==> src/rtl/sc_mux4_lane_arbiter.sv <==
// Round-robin arbiter for one shared 2-bit stochastic-bitstream lane (4:1 mux).
// A winner holds the lane for a burst of BURST_LEN cycles (one bitstream), then the
// lane is re-arbitrated. Back-to-back bursts have no idle bubble.
// Optional feature macro: SC_ARB_EARLY_RELEASE_EN. When defined, a granted requester
// that drops its request ends its burst in that cycle.
module sc_mux4_lane_arbiter #(
  parameter int unsigned BURST_LEN = 256,
  parameter int unsigned CNT_W     = 8
) (
  input  logic             clk,
  input  logic             rst_n,
  input  logic             en,
  input  logic [3:0]       req,
  output logic [3:0]       gnt,
  output logic [1:0]       sel,
  output logic             busy,
  output logic             burst_done,
  output logic [CNT_W-1:0] cnt
);

  localparam logic [CNT_W-1:0] LastCnt = CNT_W'(BURST_LEN - 1);

  typedef enum logic [0:0] {StIdle, StRun} state_e;

  state_e           state_q, state_d;
  logic [3:0]       gnt_q, gnt_d;
  logic [1:0]       sel_q, sel_d;
  logic [1:0]       ptr_q, ptr_d;
  logic [CNT_W-1:0] cnt_q, cnt_d;

  logic [1:0] arb_ptr;
  logic       pick_valid;
  logic [1:0] pick_idx;
  logic       last_cycle;

  // At a burst end ptr_q is not yet updated, so scan from the current owner instead.
  assign arb_ptr = (state_q == StRun) ? sel_q : ptr_q;

  // Round-robin pick: first set request scanning upward from arb_ptr+1, wrapping.
  always_comb begin : pick_scan
    logic [1:0] cand;
    pick_valid = 1'b0;
    pick_idx   = arb_ptr;
    cand       = arb_ptr;
    for (int k = 1; k <= 4; k++) begin
      cand = arb_ptr + 2'(k);
      if (!pick_valid && req[cand]) begin
        pick_valid = 1'b1;
        pick_idx   = cand;
      end
    end
  end

`ifdef SC_ARB_EARLY_RELEASE_EN
  // A dropped request on the owner ends the burst early; a drop on the final count
  // still yields a single last cycle.
  assign last_cycle = (state_q == StRun) && ((cnt_q == LastCnt) || !req[sel_q]);
`else
  assign last_cycle = (state_q == StRun) && (cnt_q == LastCnt);
`endif

  // Next-state logic: grant from idle, count through a burst, re-arbitrate at its end.
  always_comb begin
    state_d = state_q;
    gnt_d   = gnt_q;
    sel_d   = sel_q;
    ptr_d   = ptr_q;
    cnt_d   = cnt_q;
    unique case (state_q)
      StIdle: begin
        cnt_d = '0;
        if (en && pick_valid) begin
          state_d = StRun;
          gnt_d   = 4'b0001 << pick_idx;
          sel_d   = pick_idx;
        end else begin
          gnt_d = '0;
        end
      end
      StRun: begin
        if (last_cycle) begin
          ptr_d = sel_q;
          cnt_d = '0;
          if (en && pick_valid) begin
            gnt_d = 4'b0001 << pick_idx;
            sel_d = pick_idx;
          end else begin
            state_d = StIdle;
            gnt_d   = '0;
          end
        end else begin
          cnt_d = cnt_q + CNT_W'(1);
        end
      end
      default: begin
        state_d = StIdle;
        gnt_d   = '0;
        cnt_d   = '0;
      end
    endcase
  end

  // State registers; ptr resets to 3 so requester 0 wins first.
  always_ff @(posedge clk or negedge rst_n) begin
    if (!rst_n) begin
      state_q <= StIdle;
      gnt_q   <= '0;
      sel_q   <= 2'd0;
      ptr_q   <= 2'd3;
      cnt_q   <= '0;
    end else begin
      state_q <= state_d;
      gnt_q   <= gnt_d;
      sel_q   <= sel_d;
      ptr_q   <= ptr_d;
      cnt_q   <= cnt_d;
    end
  end

  assign gnt        = gnt_q;
  assign sel        = sel_q;
  assign cnt        = cnt_q;
  assign busy       = (state_q == StRun);
  assign burst_done = last_cycle;

endmodule

==> config.mk <==
export PLATFORM = sky130hd
export DESIGN_NAME = sc_mux4_lane_arbiter
export DESIGN_NICKNAME = d
export VERILOG_FILES = /design/src/rtl/sc_mux4_lane_arbiter.sv
export SDC_FILE = /design/constraint.sdc
export NUM_CORES = 1
export LEC_CHECK = 0
export BUFFER_PORTS_ARGS = -buffer_cell sky130_fd_sc_hd__buf_2
export CORE_UTILIZATION = 30
export CTS_BUF_LIST = sky130_fd_sc_hd__clkbuf_4 sky130_fd_sc_hd__clkbuf_8
export DETAILED_ROUTE_END_ITERATION = 12
export PLACE_DENSITY_LB_ADDON = 0.1
export SLEW_MARGIN = 40
export SYNTH_ARGS = -nofsm -noshare
export SYNTH_HDL_FRONTEND = slang
export SYNTH_SLANG_ARGS = --single-unit
export TNS_END_PERCENT = 30
==> constraint.sdc <==
create_clock -name clk -period 2.5 [get_ports clk]
set_input_delay 0 -clock clk [delete_from_list [all_inputs] [get_ports clk]]
set_output_delay 0 -clock clk [all_outputs]
set_load 0.02 [all_outputs]
Word level (Yosys, flattened, before mapping)
Cells that the tools add are included.
Operators by class
  $add $sub $neg: 4
  order comparisons: 4
  eq/ne operators: 2
  shifts and indexed selects: 1
  mux-type cells: 28
  bitwise operators: 1
  reduce and logical (&&, ||, !) cells: 9
Operators by type and width (count)
  $pmux 8 s2: 1
  $mux 2: 7
  $lt 2x3->1 const B: 4
  $mux 1: 10
  $add 8x1->8 const B: 1
  $bmux 1 s2: 4
  $eq 8x8->1 const B: 1
  $mux 4: 2
  $mux 8: 1
  $pmux 4 s2: 1
  $logic_and 1x1->1: 5
  $add 2x2->2 const B: 2
  $pmux 2 s2: 1
  $shl 1x2->4 const A: 1
  $logic_not 1->1: 3
  $add 2x1->2 const B: 1
  $ne 2x2->1 const B: 1
  $pmux 1 s2: 1
  $reduce_and 2->1: 1
  $not 1->1: 1
Word-level totals
  bits in registers: 17
  word-level logic and storage cells: 54

Longest topological paths before layout
Gate-level depths: netlist of run 1.
  depth in word-level cells: 18
  depth in mapped cells: 6

Worst setup path before layout of run 1
No wires, ideal clock.
  kind: flip-flop to flip-flop
  start: reg cnt_q[0] (netlist: cnt[0])
  end: reg sel_q[1] (netlist: sel[1])
  setup time: 125 ps
  arrival time: 1742 ps
  data required time: 2375 ps
  path slack: 634 ps
  cell stages (with the launch flop): 7
  path buffers: 1
  period minus slack after synthesis: 1866 ps
  cells stage by stage: dfrtp_1 ha_1 nand3_1 o21a_1 clkbuf_1 nor2_1 mux2_2
Between the ends
  word-level cells in the longest chain between the ends: 3
Ends and longest elaborated chain
  start, declared: line 29  | logic [CNT_W-1:0] cnt_q, cnt_d;
  start signal, assigned: line 116  | cnt_q <= cnt_d;
  $eq 8x8->1: line 59  | assign last_cycle = (state_q == StRun) && (cnt_q == LastCnt);
  $logic_and 1x1->1: line 59
  $ne 2x2->1 (no source line)
  end signal, assigned: line 114  | sel_q <= sel_d;
  end, declared: line 27  | logic [1:0] sel_q, sel_d;
Every way passes these cells.
A chain may end at the register's enable or synchronous reset.

Worst setup path in the final report of run 1
  start: reg state_q (netlist: busy)
  end: reg gnt_q[0] (netlist: gnt[0])
Between the ends
  word-level cells in the longest chain between the ends: 18
  elaborated cells between the ends (all ways): 34
  classes of those cells: 3 x add/sub; 1 x eq/ne; 1 x shift; 20 x mux; 1 x bitwise; 8 x reduce/logical
Ends and longest elaborated chain
  start, declared: line 25  | state_e state_q, state_d;
  start signal, assigned: line 106  | state_q <= StIdle;
  start signal, assigned: line 112  | state_q <= state_d;
  $mux 2: line 37  | assign arb_ptr = (state_q == StRun) ? sel_q : ptr_q;
  $add 2x1->2: line 46  | cand = arb_ptr + 2'(k);
  $bmux 1 s2: line 47  | if (!pick_valid && req[cand]) begin
  $mux 1 (implied by the code): line 47
  $mux 1: line 47
  $logic_not 1->1: line 47
  $logic_and 1x1->1: line 47
  $mux 1: line 47
  (+2 left out)
  $mux 1: line 47
  $logic_not 1->1: line 47
  $logic_and 1x1->1: line 47
  $mux 2 or $mux 1 (tied branches): line 47
  $shl 1x2->4 or $logic_and 1x1->1 (tied branches)
  $mux 4: line 72, 84
  $mux 4: line 81  | if (last_cycle) begin
  $pmux 4 s2: line 69  | unique case (state_q)
  end signal, assigned: line 113  | gnt_q <= gnt_d;
  end, declared: line 26  | logic [3:0] gnt_q, gnt_d;
Several ways; a longest one is shown, not always the timed one. The select of a mux whose other input is x is not followed.

==> flow_metrics.tcl, run 1 <==
set metrics [dict create \
    status "completed" \
    ys.warnings.count 0 \
    grt_pass1_vias 572 \
    ys_seq_area_frac 0.486 \
    setup_viol 0 \
    dieArea_mm2 0.00315 \
    start_util 0.319 \
    htreeDepth 1 \
    via_per_inst 5.02 \
    synth_area_um2 880 \
    post-route-period-util 0.740 \
    numPortBuffers 22 \
    crit_path_start_kind "flip-flop" \
    synth_fp_nets 85 \
    slew_headroom 0.596 \
    clock-sinks 17 \
    placed_cell_area_mm2 0.00101 \
    drt_wl_total_um 1720 \
    grt_max_degree 18 \
    die_x_um 56.1 \
    met3_usage 0.0419 \
    routabilityCongestion 0.770 \
    max_cap_violations 0 \
    nets 111 \
    powerDensity_mw_per_mm2 471 \
    tightest_slew_ns 0.600 \
    fill_cells 267 \
    rows 19 \
    drt_iter0_markers 11 \
    vias 667 \
    synthCells 77 \
    peakVddDrop_v 0.000260 \
    synth-seq-cells 17 \
    crit_required_ns 2.73 \
    clk_pin_slew_ns 0.09 \
    grtUsageMet1 0.179 \
    grt_pass1_wl_um 2850 \
    grt_usage 0.118 \
    synth_ff_type "dfrtp_1" \
    dieHeight_um 56.1 \
    cp_cell_sequence "mux2_4, mux2_4, a211oi_4, a32o_1" \
    worst_path_max_delay_cell "dfrtp_1" \
    clk-insertion-delay-late_ns 0.28 \
    cts_buffers 3 \
    postRouteAntennaNets 0 \
    leakagePower_nw 0.487 \
    hold_class "primary input to flip-flop" \
    endpoint "gnt[0]" \
    reg2reg_to "gnt[0]" \
    max_stage_delay_ns 0.54 \
    critPathMaxFanout 9 \
    antenna_found_initial 0 \
    async_flop_share 1.00 \
    tritoncts "built" \
    stdcell_area_mm2 0.00105 \
    reg2reg_depth 4 \
    finalSetupTns_ns 0 \
    critPathLaunch "busy" \
    firstDrtPassIters 4 \
    area_growth_pct 19.8 \
    rrSetupSlack_ns 0.65 \
    timing.rr.start "busy" \
    max_freq_ghz 0.541 \
    hpwl_um 1320 \
    critical_path_class "flip-flop to flip-flop" \
    arrival_ns 2.08 \
    cts_root_buf "clkbuf_4" \
    drive_gt1_frac 0.382 \
    syn_area_per_cell_um2 11.4 \
    end_kind "flip-flop" \
    cts_buffer_depth 2 \
    fin_crit_ns 1.85 \
    antenna_cells 0 \
    drcViolationCount 0 \
    fin_skew_ns 0.00208 \
    core_area_mm2 0.00276 \
    slew_violations 0 \
    critical_path.most_common_cell "mux2_4" \
    met2_usage 0.162 \
    rsz0062_at_grt "no" \
    synth-edff-count 0 \
    synth_cell_types 34 \
    top_usage_layer "met1" \
    final-hold-violation-count 0 \
    wl_per_cell_um 12.9 \
    grt_overflow 0 \
    io_pins 23 \
]
-- kinds of logic after synthesis --
kind of cell | Yosys count | share of synthesized area
AO/OA/AOI/OAI | 14 | 0.147
XOR/XNOR | 6 | 0.0598
adder cells (fa/ha/maj) | 1 | 0.0142
buffers and inverters | 4 | 0.0256
flip-flops | 17 | 0.486
multiplexers | 7 | 0.0996
AND/OR/NAND/NOR | 28 | 0.168
-- worst min path at each step --
stage / startpoint / endpoint / slack, ns / cells after the start
final: en / busy / 0.01 / 3
after global routing: en / busy / 0.009 / 3
after CTS: en / busy / 0.004 / 3
after detailed placement: rst_n / cnt[4] / -0.05 / 1
after global placement: rst_n / cnt[4] / -0.05 / 1
after floorplan: rst_n / busy / -0.30 / 0
-- synthesized netlist by cell type, types with 2 or more instances --
| cell type | number | area, µm² |
|---|---|---|
| dfrtp_1 | 15 | 375 |
| nor2_1 | 8 | 30.0 |
| nand2_1 | 5 | 18.8 |
| nand3_1 | 4 | 20.0 |
| mux2_2 | 3 | 33.8 |
| xnor2_1 | 3 | 26.3 |
| xor2_1 | 3 | 26.3 |
| a32o_1 | 2 | 20.0 |
| and2_2 | 2 | 15.0 |
| and3_1 | 2 | 12.5 |
| dfstp_2 | 2 | 52.6 |
| inv_1 | 2 | 7.51 |
| mux2_4 | 2 | 30.0 |
| nand4_1 | 2 | 12.5 |
| o31ai_1 | 2 | 15.0 |
| o41ai_1 | 2 | 17.5 |
-- final cells by class --
cell class	instances	area (µm²)	area share
clock buffer	4	30.0	0.0285
inverter	2	7.51	0.00713
tap	31	38.8	0.0368
multi-input combinational	56	429	0.407
timing repair buffer	23	120	0.114
sequential	17	428	0.406
-- cells in the final DEF, fill, tap and decap left out --
master         instances
dfstp_2                2
nand2b_1               1
mux2_4                 2
clkbuf_4               4
a211oi_4               1
and3_4                 1
dfrtp_1               15
and4_1                 1
or3_1                  1
buf_2                 22
o21ai_0                1
nand4_1                2
dlygate4sd3_1          1
and2_2                 2
xnor2_1                3
a32o_1                 2
o32ai_1                1
a21oi_1                1
inv_1                  2
nand2_1                5
o31a_1                 1
xor2_1                 3
nor2_1                 8
o21a_1                 1
mux2_2                 3
mux2i_1                1
mux2i_2                1
nand3_1                4
and2_1                 1
ha_1                   1
o21ai_1                1
and3_1                 2
o41ai_1                2
o41ai_2                1
o31ai_1                2
-- registers in the layout, summed over array words and instances, names as in the netlist --
register,flops
gnt,4
cnt,8
ptr_q,2
busy,1
sel,2
-- through the flow --
step | hold WS [ns] | std cells | total power [mW] | util | setup slack (ns)
floorplan | -0.296 | 77 | 0.322 | - | 0.634
global route | 0.00904 | 133 | 0.527 | 0.382 | 0.562
CTS | 0.00351 | 133 | 0.502 | 0.382 | 0.635
global placement | -0.0537 | 128 | 0.345 | 0.368 | 0.663
finish | 0.0121 | 133 | 0.497 | 0.382 | 0.651
detailed placement | -0.0547 | 128 | 0.346 | 0.368 | 0.679
-- critical path, delay by kind of cell, from the launching register on --
kind | cells | cell delay, ns
flip-flops | 1 | 0.54
multiplexers | 2 | 0.69
AO/OA/AOI/OAI | 2 | 0.57
-- timing repair --
action | 4_1_cts | 5_1_grt
hold buffers | 1 | 0
buffers inserted | 0 | 0
setup endpoints to repair | 0 | 0
endpoints found under the hold margin | 17 | 0
resized for setup | 0 | 0
-- where the power goes --
group | internal, mW | switching [mW]
clock network | 0.0728 | 0.0824
logic | 0.0245 | 0.0345
registers | 0.279 | 0.00373
-- per-layer routing --
metal	vias to the layer above	part of all wire
li1	335	-
met4	0	0.0058
met1	317	0.54
met5	-	0
met3	2	0.049
met2	13	0.41
Power figures use the tool's default switching activity.
==> run 2, diff against run 1 <==
Settings changed: ABC_AREA from default to 1.
Clock period 2.5 ns to 1.73 ns, I/O delays scaled along.
==> flow_metrics.tcl, run 2 <==
set metrics [dict create \
    drt_wl_total_um 2760 \
    synthCells 163 \
    critical_path_class "flip-flop to flip-flop" \
    syn_area_per_cell_um2 7.09 \
    clk-insertion-delay-late_ns 0.25 \
    io_pins 23 \
    synthTopCellsByArea "dfrtp_1 (32%), nand2_1 (20%), nand2_2 (9.2%), nand2_4 (4.9%), dfstp_2 (4.5%)" \
    final-hold-violation-count 0 \
    dieArea_mm2 0.00411 \
    grt_usage 0.140 \
    synth_fp_nets 171 \
    reg2reg_depth 15 \
    tightest_slew_ns 0.379 \
    cts_buffers 3 \
    path_delay_family "simple AND/OR/NAND/NOR gates" \
    clk_pin_slew_ns 0.07 \
    leakagePower_nw 0.900 \
    final_common_cell "nand2_1" \
    via_per_inst 4.43 \
    cp.buffers_inverters 3 \
    status "completed" \
    post-route-period-util 0.986 \
    routabilityCongestion 0.773 \
    htreeDepth 1 \
    max_freq_ghz 0.586 \
    dieHeight_um 64.1 \
    area_growth_pct 52.3 \
    cts_root_buf "clkbuf_8" \
    numPortBuffers 22 \
    cp_cell_sequence "inv_4, nand2_4, nand2_4, buf_6, nand2_4, nand2_4, nand2_4, nand2_8, nand2_1, nand2_1, nand3_2, nand2_2, inv_2, nand2_1, nand2_1" \
    multi_input_area_um2 842 \
    critPathMaxFanout 7 \
    arrival_ns 1.85 \
    synthTopCellsByCount "nand2_1 (62), nand2_2 (17), dfrtp_1 (15)" \
    cts_buffer_depth 2 \
    grt_max_degree 18 \
    hold_class "primary input to asynchronous set/reset pin" \
    drive_gt1_frac 0.509 \
    powerDensity_mw_per_mm2 443 \
    max_cap_violations 0 \
    synth-seq-cells 17 \
    worst_path_max_delay_cell "dfrtp_2" \
    crit_required_ns 1.88 \
    wl_per_cell_um 10.6 \
    die_x_um 64.1 \
    critical_path.most_common_cell "nand2_4" \
    end_kind "flip-flop" \
    fin_skew_ns 0.000799 \
    largest_reg_flops 8 \
    mostFrequentLayoutCells "nand2_1 (48), buf_2 (21), nand2_2 (20)" \
    max_stage_delay_ns 0.48 \
    clock-sinks 17 \
    firstDrtPassIters 4 \
    synth_area_mm2 0.00116 \
    rows 22 \
    postRouteAntennaNets 0 \
    stdcell_area_mm2 0.00176 \
    cp.depth 15 \
    synth-edff-count 0 \
    tritoncts "built" \
    synth_ff_type "dfrtp_1" \
    fill_cells 379 \
    finalSetupTns_ns 0 \
    antenna_cells 0 \
    yosysTopAreaCell "dfrtp_1" \
    placed_cell_area_mm2 0.00145 \
    core_area_mm2 0.00369 \
    drt_iter0_markers 15 \
    hpwl_um 2090 \
    grt_pass1_wl_um 4420 \
    crit_path_start_kind "flip-flop" \
    slew_headroom 0.747 \
    synth_cell_types 23 \
    rsz0062_at_grt "yes" \
    async_flop_share 1.00 \
    synth.most_common_cell "nand2_1" \
    peakVddDrop_v 0.000302 \
    start_util 0.313 \
    antenna_found_initial 0 \
    drcViolationCount 0 \
    ys.warnings.count 0 \
    setup_viol 0 \
    seq_area_um2 433 \
    grt_pass1_vias 1077 \
    synth_top_area_frac 0.325 \
    nets 221 \
    fin_crit_ns 1.71 \
    vias 1153 \
    ys_seq_area_frac 0.370 \
    grt_overflow 0 \
    slew_violations 0 \
]
[run 2: cell types whose count changed in the layout (fill, tap and decap cells not counted), sizes merged, moves of 5 or more]
cell   change
nand2     +79
buf       +22
mux2       -5
nand3      +9
inv       +14
[run 2: final timing paths]
kind	start	to	slack [ns]
worst max-delay path	busy	gnt[1]	0.02
worst max register to register	busy	gnt[1]	0.02
worst min-delay path	rst_n	cnt[4]	0.19
max in group asynchronous	rst_n	ptr_q[1]	1.23
min in group clk	req[3]	busy	0.40
worst min register to register	gnt[3]	gnt[3]	0.47
[run 2: cells by family after synthesis]
| family | count (synthesis) | synth area share |
|---|---|---|
| simple gates | 117 | 0.509 |
| buf+inv | 17 | 0.0617 |
| flops | 17 | 0.370 |
| compound gates | 11 | 0.0487 |
| fa+ha+maj | 1 | 0.0108 |
[run 2: cell type report]
| cell class | count | share of cell area |
|---|---|---|
| Clock buffer | 3 | 0.0235 |
| Clock inverter | 1 | 0.00284 |
| Inverter | 16 | 0.0355 |
| Multi-Input combinational cell | 129 | 0.478 |
| Sequential cell | 17 | 0.246 |
| Tap cell | 48 | 0.0341 |
| Timing Repair Buffer | 46 | 0.180 |
[run 2: per-stage QoR]
stage          std cells  power (mW)  hold WS, ns  worst slack, ns   util
6_report             260       0.780        0.193           0.0243  0.477
3_5_place_dp         248       0.473      -0.0563          -0.0289  0.393
4_1_cts              257       0.773        0.209           0.0119  0.428
3_3_place_gp         248       0.472      -0.0528           0.0244  0.393
5_1_grt              260       0.817        0.234           -0.101  0.477
2_1_floorplan        163       0.448       -0.296          0.00998      -
[run 2: worst reg2reg max path, stage by stage, from the launching register on]
cell and delay (ns):
dfrtp_2 0.48, inv_4 0.11, nand2_4 0.06, nand2_4 0.09
buf_6 0.12, nand2_4 0.04, nand2_4 0.07, nand2_4 0.07
nand2_8 0.11, nand2_1 0.06, nand2_1 0.08, nand3_2 0.07
nand2_2 0.10, inv_2 0.04, nand2_1 0.06, nand2_1 0.04
[run 2: timing repair]
| item | CTS | global route |
|---|---|---|
| gates cloned | 0 | 0 |
| hold endpoints to repair | 18 | 0 |
| resized for setup | 11 | 37 |
| buffers inserted | 3 | 3 |
| pin swaps | 5 | 10 |
| hold buffers | 2 | 0 |
| endpoints found under the setup margin | 6 | 13 |
[run 2: layer usage]
| metal | global-route usage | wire length, µm | part of all wire | vias up |
|---|---|---|---|---|
| met4 | 0.0852 | 57 | 0.021 | 0 |
| met5 | 0 | 0 | 0 | - |
| met2 | 0.257 | 1460 | 0.53 | 17 |
| li1 | - | - | - | 608 |
| met3 | 0.0107 | 57 | 0.021 | 4 |
| met1 | 0.156 | 1180 | 0.43 | 524 |
[run 2: report_power, final]
group / leakage (nW) / internal [mW] / switching, mW / total, mW
combinational: 0.694 / 0.0319 / 0.0563 / 0.0882
clock: 0.0255 / 0.160 / 0.135 / 0.295
sequential: 0.180 / 0.398 / 0 / 0.398
total: 0.900 / 0.589 / 0.191 / 0.780
